<file path="config.mk">
export PLATFORM = sky130hd
export DESIGN_NAME = bcd_converter
export DESIGN_NICKNAME = d
export VERILOG_FILES = /design/src/rtl/bcd_converter_pkg.sv /design/src/rtl/bcd_converter_digit_adjust.sv /design/src/rtl/bcd_converter.sv
export SDC_FILE = /design/constraint.sdc
export NUM_CORES = 1
export LEC_CHECK = 0
export CAP_MARGIN = 5
export CORE_MARGIN = 2
export CORE_UTILIZATION = 48
export DETAILED_ROUTE_END_ITERATION = 8
export GPL_TIMING_DRIVEN = 0
export PLACE_DENSITY = 0.82
export SYNTH_ARGS = -nofsm -noshare
export SYNTH_HDL_FRONTEND = slang
export SYNTH_SLANG_ARGS = --single-unit
</file>
<file path="constraint.sdc">
create_clock -name i_clock -period 1.6 [get_ports i_clock]
set_input_delay 0.16 -clock i_clock [delete_from_list [all_inputs] [get_ports i_clock]]
set_output_delay 0.16 -clock i_clock [all_outputs]
set_load 0.02 [all_outputs]
</file>
<file path="src/rtl/bcd_converter_pkg.sv">
// Shared definitions for the binary-to-BCD converter: state encoding,
// digit width and the digit-count sizing rule.
package bcd_converter_pkg;

    typedef enum logic [1:0] {
        IDLE  = 2'd0,
        SHIFT = 2'd1,
        DONE  = 2'd2
    } state_t;

    localparam int BCD_DIGIT_W = 4;

    // Smallest digit count d such that 10^d > 2^n, i.e. every n-bit value fits.
    function automatic int min_digits(input int n);
        longint unsigned pow2;
        longint unsigned pow10;
        int              d;
        pow2  = 64'd1 << n;
        pow10 = 64'd1;
        d     = 0;
        while (pow10 <= pow2) begin
            pow10 = pow10 * 64'd10;
            d     = d + 1;
        end
        return d;
    endfunction

endpackage

</file>
<file path="src/rtl/bcd_converter_digit_adjust.sv">
// Double-dabble digit correction: a BCD digit of 5 or more gets +3 so that
// the following left shift carries correctly into the next decimal digit.
module bcd_digit_adjust
    import bcd_converter_pkg::*;
(
    input  logic [BCD_DIGIT_W-1:0] digit,
    output logic [BCD_DIGIT_W-1:0] adjusted
);

    always_comb begin
        adjusted = digit;
        if (digit >= 4'd5) begin
            adjusted = digit + 4'd3;
        end
    end

endmodule

</file>
<file path="src/rtl/bcd_converter.sv">
// Sequential shift-and-add-3 binary-to-BCD converter: one bit per clock,
// fixed N-cycle conversion, start/finished pulse handshake.
module bcd_converter
    import bcd_converter_pkg::*;
#(
    parameter int N      = 8,
    parameter int DIGITS = 3
) (
    input  logic                            i_clock,
    input  logic                            i_reset,
    input  logic                            i_start,
    input  logic [N-1:0]                    i_binary,
    output logic                            o_busy,
    output logic                            o_finished,
    output logic [BCD_DIGIT_W*DIGITS-1:0]   o_bcd
);

    localparam int BCD_W  = BCD_DIGIT_W * DIGITS;
    localparam int WORK_W = BCD_W + N;
    localparam int CNT_W  = $clog2(N + 1);

    if (DIGITS < min_digits(N)) begin : g_digits_check
        $error("bcd_converter: DIGITS too small to hold every N-bit value");
    end

    state_t             state;
    state_t             next_state;
    logic [CNT_W-1:0]   count;
    // {scratch, binary}: BCD digits on top, unconverted bits below.
    logic [WORK_W-1:0]  work;
    logic [WORK_W-1:0]  work_adj;
    logic [WORK_W-1:0]  shifted;
    logic [BCD_W-1:0]   adjusted;
    logic               accept;
    logic               last_shift;

    for (genvar d = 0; d < DIGITS; d++) begin : g_adjust
        bcd_digit_adjust u_adjust (
            .digit    (work[N + BCD_DIGIT_W*d +: BCD_DIGIT_W]),
            .adjusted (adjusted[BCD_DIGIT_W*d +: BCD_DIGIT_W])
        );
    end

    always_comb begin
        work_adj   = {adjusted, work[N-1:0]};
        shifted    = work_adj << 1;
        accept     = i_start && ((state == IDLE) || (state == DONE));
        last_shift = (state == SHIFT) && (count == CNT_W'(1));
    end

    always_ff @(posedge i_clock) begin
        if (i_reset) begin
            state <= IDLE;
        end else begin
            state <= next_state;
        end
    end

    always_comb begin
        next_state = state;
        case (state)
            IDLE:    if (i_start) next_state = SHIFT;
            SHIFT:   if (count == CNT_W'(1)) next_state = DONE;
            DONE:    next_state = i_start ? SHIFT : IDLE;
            default: next_state = IDLE;
        endcase
    end

    always_comb begin
        o_busy     = (state == SHIFT);
        o_finished = (state == DONE);
    end

    // o_bcd is a holding register: only the final shift of a conversion updates it.
    always_ff @(posedge i_clock) begin
        if (i_reset) begin
            count <= '0;
            work  <= '0;
            o_bcd <= '0;
        end else if (accept) begin
            count <= CNT_W'(N);
            work  <= {{BCD_W{1'b0}}, i_binary};
        end else if (state == SHIFT) begin
            count <= count - CNT_W'(1);
            work  <= shifted;
            if (last_shift) begin
                o_bcd <= shifted[WORK_W-1:N];
            end
        end
    end

endmodule

</file>
# == Word-level counts from Yosys, hierarchy flattened ==
# Index checks and enable logic that the tools add are counted.
# op_classes
n_addsub,4
magnitude_cmp,3
eq_ne,5
n_mux,11
n_bitwise,1
n_reduce_logical,8
# op_table
op,n
$mux W4,4
$mux W8,2
$ge A4 B3 Y1 const B,3
$add A4 B2 Y4 const B,2
$pmux W2 S3,1
$eq A4 B1 Y1 const B,1
$mux W2,2
$sub A4 B1 Y4 const B,1
$add A3 B2 Y3 const B,1
$mux W3,1
$reduce_and A3 Y1,1
$eq A2 B1 Y1 const B,1
$eq A2 B2 Y1 const B,1
$logic_and A1 B1 Y1,2
$logic_not A2 Y1,1
$ne A2 B1 Y1 const B,1
$ne A2 B2 Y1 const B,1
$reduce_and A2 Y1,1
$reduce_bool A2 Y1,1
$reduce_or A2 Y1,1
$logic_or A1 B1 Y1,1
$mux W1,1
$not A1 Y1,1
# totals
reg_bits,38
input_bits,11
out_inout_bits,14
wordCells,38

# == Depth between registers and ports, before layout ==
# depth
word_depth,5
depth_mapped,6
depth_no_buf,6

# == Hierarchy ==
# A second synthesis with hierarchy kept.
# hier_totals
cells_unflattened,198
hier_area_um2,1709.1
# by_module_without_submodules
module,n_inst,cells_per_inst,area_per_inst_um2,seq_area_each_um2
bcd_converter,1,150,1405.1,760.7
bcd_digit_adjust,3,16,101.3,0.0

# == Worst setup path after synthesis ==
# No wires, ideal clock.
# synth_path
path_kind,register -> register
from,register count[0]
to,register o_bcd[1]
setup_ns,0.073
arrival_ns,1.490
required_time_ns,1.527
setup_slack_ns,0.037
stages_incl_launch_ff,6
path_buffers,1
synth_period_minus_slack_ns,1.563
path_cell_list,dfxtp_1 ha_1 or3b_1 or3_1 buf_2 o22ai_2
# synth_via
elab_chain_len,3
# synth_lines
element,line,rtl
"start, declared",bcd_converter.sv:28,logic [CNT_W-1:0] count;
"start signal, assigned",bcd_converter.sv:81,count <= CNT_W'(N);
"start signal, assigned",bcd_converter.sv:84,count <= count - CNT_W'(1);
$eq A4 B1 Y1,bcd_converter.sv:48,last_shift = (state == SHIFT) && (count == CNT_W'(1));
$logic_and A1 B1 Y1,bcd_converter.sv:48,
$reduce_and A3 Y1 (no line),--,
"end signal, assigned",bcd_converter.sv:87,o_bcd <= shifted[WORK_W-1:N];
"end, declared",bcd_converter.sv:15,output logic [BCD_DIGIT_W*DIGITS-1:0] o_bcd
# Every way passes these cells.
# A chain may end at the register's enable or synchronous reset.

# == Final worst setup path ==
# layout_path
from,register count[1]
to,register o_bcd[5]
# Same word-level chain as after synthesis.

==> results.sh <==
export IMPL_holdPathStages=3
export IMPL_fin_crit_sh_pct=100
export IMPL_yosysSeqAreaShare_pct=44.4
export IMPL_clockBufferDepth=2
export IMPL_async_reset_ff_share_pct=0
export IMPL_num_vias=1514
export IMPL_powerDensity_nw_per_um2=811
export IMPL_r2r_start="count[1]"
export IMPL_critical_path_slowest_cell="or3_4"
export IMPL_drive_above_1_share_pct=21.4
export IMPL_yosysMostFrequentCell="dfxtp_1"
export IMPL_yosysUniqueCellTypes=30
export IMPL_portBuffers=24
export IMPL_hold_class="primary input to register"
export IMPL_grt_pass1_vias=1435
export IMPL_postPlaceCellArea_sq_um=2010
export IMPL_gp_congestion=0.852
export IMPL_synth_edf_count=0
export IMPL_arrival_ns=1.88
export IMPL_grt_overflow=0
export IMPL_core_sq_um=3390
export IMPL_met1_length_mm=1.76
export IMPL_max_vdd_ir_drop_mv=0.547
export IMPL_cp_max_fo=7
export IMPL_cts_sinks=38
export IMPL_clk_pin_slew_ns=0.12
export IMPL_cts_tree="built"
export IMPL_dieHeight_um=63.8
export IMPL_fp_row_count=21
export IMPL_tns_ns=-0.00921
export IMPL_antenna_cells=0
export IMPL_cts_max_level=2
export IMPL_status="complete, but fails checks"
export IMPL_synth_area_top_cells="dfxtp_1, ha_1, nand2b_1"
export IMPL_io_pins=25
export IMPL_clock_power_share_pct=29.0
export IMPL_power_frac_comb_pct=15.0
export IMPL_drc=0
export IMPL_cp_cell_sequence="inv_2 -> ha_4 -> or3b_4 -> or3_4 -> o22ai_2"
export IMPL_met2WireLength_mm=1.90
export IMPL_reg2regPathDepth=5
export IMPL_yosysWarnings=0
export IMPL_initial_utilization_pct=50.6
export IMPL_skew_ns=0.0102
export IMPL_wl_mm=3.94
export IMPL_die_area_sq_um=4070
export IMPL_cap_violations=0
export IMPL_grt_max_degree=12
export IMPL_ys_top_cells_by_count="dfxtp_1, nor2_1, nand2_1"
export IMPL_p_switching_uw=491
export IMPL_insertion_delay_ns=0.34
export IMPL_drtIter0Drc=121
export IMPL_p_seq_share_pct=56.0
export IMPL_antenna_found_initial=0
export IMPL_relSlewSlack_pct=69.8
export IMPL_avgSynthCellArea_sq_um=8.79
export IMPL_fin_crit_ns=1.61
export IMPL_crit_path_end_kind="register"
export IMPL_p_leak_uw=0.000787
export IMPL_top_layer_used="met4"
export IMPL_final_setup_viol_count=2
export IMPL_area_growth_pct=30.0
export IMPL_drv_slew=0
export IMPL_hold_start="i_binary[6]"
export IMPL_violations="setup timing"
export IMPL_rsz0062_at_grt="yes"
export IMPL_p_total_uw=1810
export IMPL_ys_seq_elements=38
export IMPL_layout_setup_ws_ns=-0.00576
export IMPL_grt_pass1_wl_mm=6.52
export IMPL_finalNetCount=252
export IMPL_hpwl_mm=2.61
export IMPL_cp_data_required_time_ns=1.88
export IMPL_synth_flop_cell="dfxtp_1"
export IMPL_cts_made_buffers=5
export IMPL_r2r_slack_ns=-0.006
export IMPL_syn_area_sq_um=1710
export IMPL_clock_fmax_ghz=0.623
export IMPL_worst_slew_pin_slew_ns=0.453
export IMPL_drt_pass1_iter_count=4
export IMPL_wl_per_cell_um=14.1
export IMPL_swShare_pct=27.2
export IMPL_hold_viol_final=0
export IMPL_synth_top_cell_area_share_pct=44.4
export IMPL_wl_met3_um=193
export IMPL_reg2reg_to="o_bcd[5]"
export IMPL_path_class="register to register"
export IMPL_grt_use_total_pct=20.9
export IMPL_synth_fp_nets=214
export IMPL_cts_root_buf="clkbuf_4"
export IMPL_internal_power_uw=1320
export IMPL_whs_endpoint="work[6]"
export IMPL_avgViaCountPerCell=5.41
export IMPL_slowest_delay_ns=0.46
export IMPL_ant_nets=0
export IMPL_synth_area_leader_cell="dfxtp_1"
export IMPL_startpoint_type="register"
export IMPL_die_w_um=63.8
export IMPL_netlist_instances=195
export IMPL_design_area_sq_um=2230
## worst max path at each step
| stage | start | end | slack [ns] | depth (start not counted) |
|---|---|---|---|---|
| 2_1_floorplan | count[0] | o_bcd[1] | 0.04 | 5 |
| 3_3_place_gp | i_reset | work[0] | -0.31 | 4 |
| 3_5_place_dp | i_reset | work[0] | -0.33 | 4 |
| 4_1_cts | count[1] | o_bcd[2] | 0.0007 | 6 |
| 5_1_grt | count[1] | o_bcd[0] | -0.05 | 7 |
| 6_report | count[1] | o_bcd[5] | -0.006 | 5 |
## metal layers
layer | vias up | GRT usage [%]
li1 | 756 | -
met4 | 0 | 6.79
met5 | - | 0
met1 | 714 | 26.1
met3 | 8 | 5.81
met2 | 36 | 34.7
## power groups by stage
stage	sequential [uW]	combinational [uW]	clock, uW
6_report	1010	271	525
5_1_grt	1020	299	571
4_1_cts	1010	254	531
3_5_place_dp	1030	238	0
3_3_place_gp	1030	232	0
2_1_floorplan	1030	154	0
## sequential cells by signal (all words and copies together) (netlist names)
| signal | count |
|---|---|
| count | 4 |
| state | 2 |
| o_bcd | 12 |
| work | 20 |
## what timing repair did
item                                    4_1_cts  5_1_grt
cloned                                        0        0
pin swaps                                     5        9
endpoints found under the setup margin       16       31
buffers inserted                              5        4
resized for setup                            18       25
hold buffers                                  0        0
## logic make-up (layout without fill, tap and decap cells)
family | after synthesis | in the layout | synth area share [%]
xor+xnor | 5 | 5 | 2.55
simple gates | 72 | 72 | 20.4
mux | 5 | 5 | 3.14
compound gates | 46 | 46 | 18.7
flops | 38 | 38 | 44.4
fa+ha+maj | 8 | 8 | 5.84
buf+inv | 21 | 60 | 4.96
## area by class of cell
cell class | instances | area, sq um
Fill cell | 264 | 1160
Multi-Input combinational cell | 136 | 951
Sequential cell | 38 | 766
Timing Repair Buffer | 32 | 302
Tap cell | 46 | 57.6
Clock buffer | 7 | 55.1
Buffer | 10 | 55.1
Inverter | 10 | 37.5
Clock inverter | 1 | 5.00
## critical path, delay by kind of cell, from the launching register on
family                     cells  cell delay [ns]
buffers and inverters          1             0.07
adders and majority gates      1             0.11
DFF                            1             0.34
AOI/OAI and AO/OA              1             0.16
and+or+nand+nor                2             0.86
## metrics by stage
step	hold slack, ns	worst slack, ns	utilization (%)	instances
2_1_floorplan	0.341	0.0370	-	195
3_3_place_gp	0.458	-0.308	59.4	265
3_5_place_dp	0.461	-0.331	59.4	265
4_1_cts	0.390	0.000724	63.0	278
5_1_grt	0.401	-0.0519	65.7	280
6_report	0.390	-0.00576	65.7	280
## layout by cell type (no fill, tap or decap), drive strengths merged, types with 4 or more instances in the layout
cell type,instances
nor3b,5
inv,10
nor2,21
xnor2,4
dfxtp,38
nor3,6
a21oi,13
o22ai,14
ha,8
nand2,19
a311oi,5
clkdlybuf4s50,22
nand2b,12
buf,13
clkbuf,13
a211oi,9
o21ai,5
Note: power is estimated with default switching activity, not from simulation.
